`config.mk`:
```
export PLATFORM = sky130hd
export DESIGN_NAME = ref_row_sequencer
export DESIGN_NICKNAME = d
export VERILOG_FILES = /design/src/rtl/ref_row_sequencer.sv
export SDC_FILE = /design/constraint.sdc
export NUM_CORES = 1
export LEC_CHECK = 0
export CORE_MARGIN = 2
export CORE_UTILIZATION = 40
export CTS_BUF_LIST = sky130_fd_sc_hd__clkbuf_2
export DETAILED_ROUTE_END_ITERATION = 7
export PLACE_DENSITY = 0.7
export SYNTH_ARGS = -nofsm -noshare
export SYNTH_HDL_FRONTEND = slang
export SYNTH_SLANG_ARGS = --single-unit
```
`constraint.sdc`:
```
create_clock -name clk -period 3.25 [get_ports clk]
set_input_delay 0.325 -clock clk [delete_from_list [all_inputs] [get_ports clk]]
set_output_delay 0.325 -clock clk [all_outputs]
set_load 0.1 [all_outputs]
```
`src/rtl/ref_row_sequencer.sv`:
```
// Refresh row walker: one memory slot per retention tick, row req/gnt handshake.
// Optional REF_WATCHDOG_EN aborts a starved request after GNT_TMO cycles.
module ref_row_sequencer #(
  parameter int NUM_MEMS   = 8,
  parameter int MEM_ADDR_W = 3,
  parameter int ROWS       = 32,
  parameter int ROW_W      = 5
`ifdef REF_WATCHDOG_EN
  ,
  parameter int GNT_TMO    = 16
`endif
) (
  input  logic                  clk,
  input  logic                  rst,
  input  logic                  ref_tick_i,
  input  logic [MEM_ADDR_W-1:0] ref_mem_addr_i,
  input  logic                  cycle_done_i,
  input  logic                  ref_gnt_i,
  output logic                  ref_req_o,
  output logic [ROW_W-1:0]      ref_row_o,
  output logic [NUM_MEMS-1:0]   ref_mem_sel_o,
  output logic                  any_ref_done_o,
  output logic                  busy_o,
  output logic                  overrun_o,
  output logic [7:0]            cycle_cnt_o,
  output logic                  ref_timeout_o
);

  typedef enum logic [1:0] {
    S_IDLE,
    S_REQ,
    S_DONE
  } state_t;

  localparam logic [ROW_W-1:0] LAST_ROW = ROW_W'(ROWS - 1);

  state_t                  state_q, state_d;
  logic [ROW_W-1:0]        row_q, row_d;
  logic [MEM_ADDR_W-1:0]   mem_q, mem_d;
  logic                    pend_q, pend_d;
  logic [7:0]              cnt_q, cnt_d;

  logic in_req;
  logic busy;
  logic xfer;
  logic trig;
  logic wd_fire;
  logic mem_ok;

  assign in_req = (state_q == S_REQ);
  assign busy   = (state_q != S_IDLE);
  assign xfer   = in_req & ref_gnt_i;
  assign trig   = ref_tick_i | pend_q;
  assign mem_ok = (32'(mem_q) < NUM_MEMS);

`ifdef REF_WATCHDOG_EN
  localparam int WD_W = $clog2(GNT_TMO + 1);

  logic [WD_W-1:0] wd_q, wd_d;

  // Counts consecutive ungranted REQ cycles; zero outside REQ.
  always_comb begin
    wd_d = wd_q;
    if (!in_req || ref_gnt_i) begin
      wd_d = '0;
    end else begin
      wd_d = wd_q + 1'b1;
    end
  end

  assign wd_fire = in_req & ~ref_gnt_i &
                   (wd_q == WD_W'(GNT_TMO - 1));

  always_ff @(posedge clk) begin
    if (rst) begin
      wd_q <= '0;
    end else begin
      wd_q <= wd_d;
    end
  end
`else
  assign wd_fire = 1'b0;
`endif

  always_comb begin
    state_d = state_q;
    row_d   = row_q;
    mem_d   = mem_q;
    pend_d  = pend_q;
    cnt_d   = cnt_q;

    if (cycle_done_i && cnt_q != 8'hFF) begin
      cnt_d = cnt_q + 8'd1;
    end

    unique case (state_q)
      S_IDLE: begin
        if (trig) begin
          mem_d   = ref_mem_addr_i;
          row_d   = '0;
          // A tick landing while pending is consumed becomes the new pending.
          pend_d  = ref_tick_i & pend_q;
          state_d = S_REQ;
        end
      end
      S_REQ: begin
        if (wd_fire) begin
          state_d = S_DONE;
        end else if (xfer) begin
          if (row_q == LAST_ROW) begin
            state_d = S_DONE;
          end else begin
            row_d = row_q + 1'b1;
          end
        end
      end
      S_DONE: begin
        state_d = S_IDLE;
      end
      default: begin
        state_d = S_IDLE;
      end
    endcase

    if (busy && ref_tick_i && !pend_q) begin
      pend_d = 1'b1;
    end
  end

  always_ff @(posedge clk) begin
    if (rst) begin
      state_q <= S_IDLE;
      row_q   <= '0;
      mem_q   <= '0;
      pend_q  <= 1'b0;
      cnt_q   <= '0;
    end else begin
      state_q <= state_d;
      row_q   <= row_d;
      mem_q   <= mem_d;
      pend_q  <= pend_d;
      cnt_q   <= cnt_d;
    end
  end

  assign ref_req_o      = in_req;
  assign ref_row_o      = in_req ? row_q : '0;
  assign ref_mem_sel_o  = (in_req && mem_ok) ?
                          (NUM_MEMS'(1) << mem_q) : '0;
  assign any_ref_done_o = (state_q == S_DONE);
  assign busy_o         = busy;
  assign overrun_o      = ~rst & busy & ref_tick_i & pend_q;
  assign cycle_cnt_o    = cnt_q;
  assign ref_timeout_o  = ~rst & wd_fire;

endmodule

```
==> run metrics <==
status=complete, no violations; # DRC=0; worst hold start=state_q[1]; Max Clk Rate=0.419 GHz; syn_nets=133; Cell Int Power=0.000302 W; initial antenna violation count=0; CTS tree=done; fill count=243; setup violators final=0; EDFF count, synth=0; first-pass GRT wire length=3.71 mm; Hold Path Stages=1; io pins=34; Min-Delay Path Class=flop to flop; combinational share of power=26.2%; # hold bufs at CTS=0; Hold Fails Final Rpt=0; Post-layout nets=166; die area=2950 um2; Slew Viols, Final=0; setup repair bufs after CTS=0; Total Power=0.000479 W; Max clock buf depth=2; synth unique cells=39; Resized cells post-CTS=0; HPWL Detailed=1.69 mm; Final ANT Viol Nets=0; switching portion of total power=36.9%; R2R depth=6; Port Buffers=32; cts bufs inserted=3; WHS Endpoint=state_q[0]; clock power share=21.2%; Antenna Cells=0; post-DR wirelength/cell=12.4 um; Initial Util=41.6%; Slew headroom=35.3%; vias in the first global route=914; P_sw=0.000177 W; predominant post-synthesis flop cell=dfxtp_1; r2r setup slk=1310 ps; required time worst endpoint=2920 ps; Total GRT Usage=17.1%; Die Ht=54.3 um; CP Class=flop to output port; Max VDD drop=0.213 mV; Synth Register Bits=19; sequential fraction of the synthesis area=37.6%; GRT overflow=0; drt total wl=2.28 mm; Slew @ Worst Pin=968 ps; worst skew pair latency=310 ps; Yosys top cell by area=dfxtp_1; CTS Root Cell=clkbuf_2; RePlAce Congestion=0.721; crit-path max FO=8; share of cells above drive strength 1=19.5%; RSZ-0062 raised after global routing=false; Setup crit end kind=output port; Post-Syn Area=1010 um2; drt via density=5.46; Critical Path Source Type=flop; area share of the largest cell type after synthesis=37.6%; leak pwr=0.519 nW; most area-consuming cells after synthesis=dfxtp_1, a21oi_1, nor3_1; clock period minus final worst setup slack=2390 ps; largest net degree at the start of global routing=23; Layout Area Growth over Synthesis=32.9%; WP data arrival=2060 ps; DRT Pass-1 Iters=4; Clock Skews=14.7 ps; initial drt markers=13; Final period util=73.4%; Clock Sinks=19; Die Wd=54.3 um; fraction of registers with async set/reset=0%; FF-to-FF Start=row_q[0]; terminus of the critical flop-to-flop path=row_q[1]; setup TNS=0 ps; Flop pwr share=52.6%; # H-tree levels=1; Pwr Density=357 nW/um2; Via Count=1005; Ys Warns=0; synthesized area per cell=8.29 um2; Cell Rows=18; max-cap viol count=0; Reg clk slew, reported paths=190 ps; core footprint=2430 um2; cell count after synthesis=122
## cell usage after synthesis (2+ instances only)
cell and count:
nand4_1 2, and2_1 5, nand2_1 8, a21oi_1 13, and4_1 2, nand2b_1 6
o21ai_0 5, and3_1 3, nor3_1 10, o211ai_1 3, a31oi_1 2, a211oi_1 3
dfxtp_1 19, nor2_1 7, a311oi_1 3, ha_1 3, nand3_1 6
## layout make-up
class | count | area [um2] | area share [%]
well taps | 30 | 37.5 | 2.79
clock inverters | 1 | 5.00 | 0.372
flip-flops and latches | 19 | 380 | 28.3
repair buffers | 32 | 280 | 20.9
multi-input cells | 97 | 618 | 46.0
inverters | 2 | 7.51 | 0.559
clock buffers | 3 | 15.0 | 1.12
## flip-flops by register name, summed over array words and instances, names as in the netlist
register     count
pend_q           1
row_q            5
cycle_cnt_o      8
mem_q            3
state_q          2
## worst max-delay path, stage by stage, from the launching register on
cell and delay (ps):
dfxtp_1 410, and2b_2 220, clkdlybuf4s50_1 1120
## logic make-up after synthesis
kind of cell               synth area share [%]
AOI/OAI and AO/OA                          20.8
buffers and inverters                      2.84
DFF                                        37.6
muxes                                      2.10
adders and majority gates                  3.71
and+or+nand+nor                            32.6
other                                     0.371
## layout by cell type (no fill, tap or decap), types with 2 or more instances in the layout
cell type	count
nand2b_1	6
buf_4	16
nor2_1	7
and3_1	3
a311oi_1	3
nand3_1	6
a31oi_1	2
nand4_1	2
and4_1	2
ha_1	3
o211ai_1	3
clkdlybuf4s50_1	16
and2_1	5
a211oi_1	3
o21ai_0	5
dfxtp_1	19
nand2_1	8
a21oi_1	13
clkbuf_2	3
nor3_1	9
## routing by layer
| metal | wire [um] | global-route usage [%] | vias up |
|---|---|---|---|
| met1 | 1090 | 20.4 | 463 |
| met2 | 1090 | 30.1 | 19 |
| li1 | - | - | 521 |
| met4 | 13 | 7.50 | 0 |
| met3 | 77 | 2.73 | 2 |
| met5 | 0 | 0 | - |
## worst max path at each step
stage	startpoint	endpoint
2_1_floorplan	state_q[1]	ref_mem_sel_o[5]
3_3_place_gp	rst	overrun_o
3_5_place_dp	rst	overrun_o
4_1_cts	state_q[0]	any_ref_done_o
5_1_grt	state_q[0]	any_ref_done_o
6_report	state_q[0]	any_ref_done_o
## power groups by stage
stage          Sequential, W  Combinational [W]  Clock, W
6_report            0.000252           0.000125  0.000102
3_5_place_dp        0.000257           0.000126         0
4_1_cts             0.000252           0.000126  0.000108
2_1_floorplan       0.000272          0.0000796         0
5_1_grt             0.000254           0.000133  0.000114
3_3_place_gp        0.000256           0.000125         0
## per-stage QoR
stage	worst slack [ps]	instances	utilization, %	cell area, um2	hold slack [ps]
final	864	184	55.2	1340	514
after global routing	774	184	55.2	1340	536
after global placement	1170	180	54.4	1320	481
after detailed placement	1140	180	54.4	1320	492
after CTS	844	184	55.2	1340	504
after floorplan	144	122	-	1030	451
Note: power is estimated with default switching activity, not from simulation.
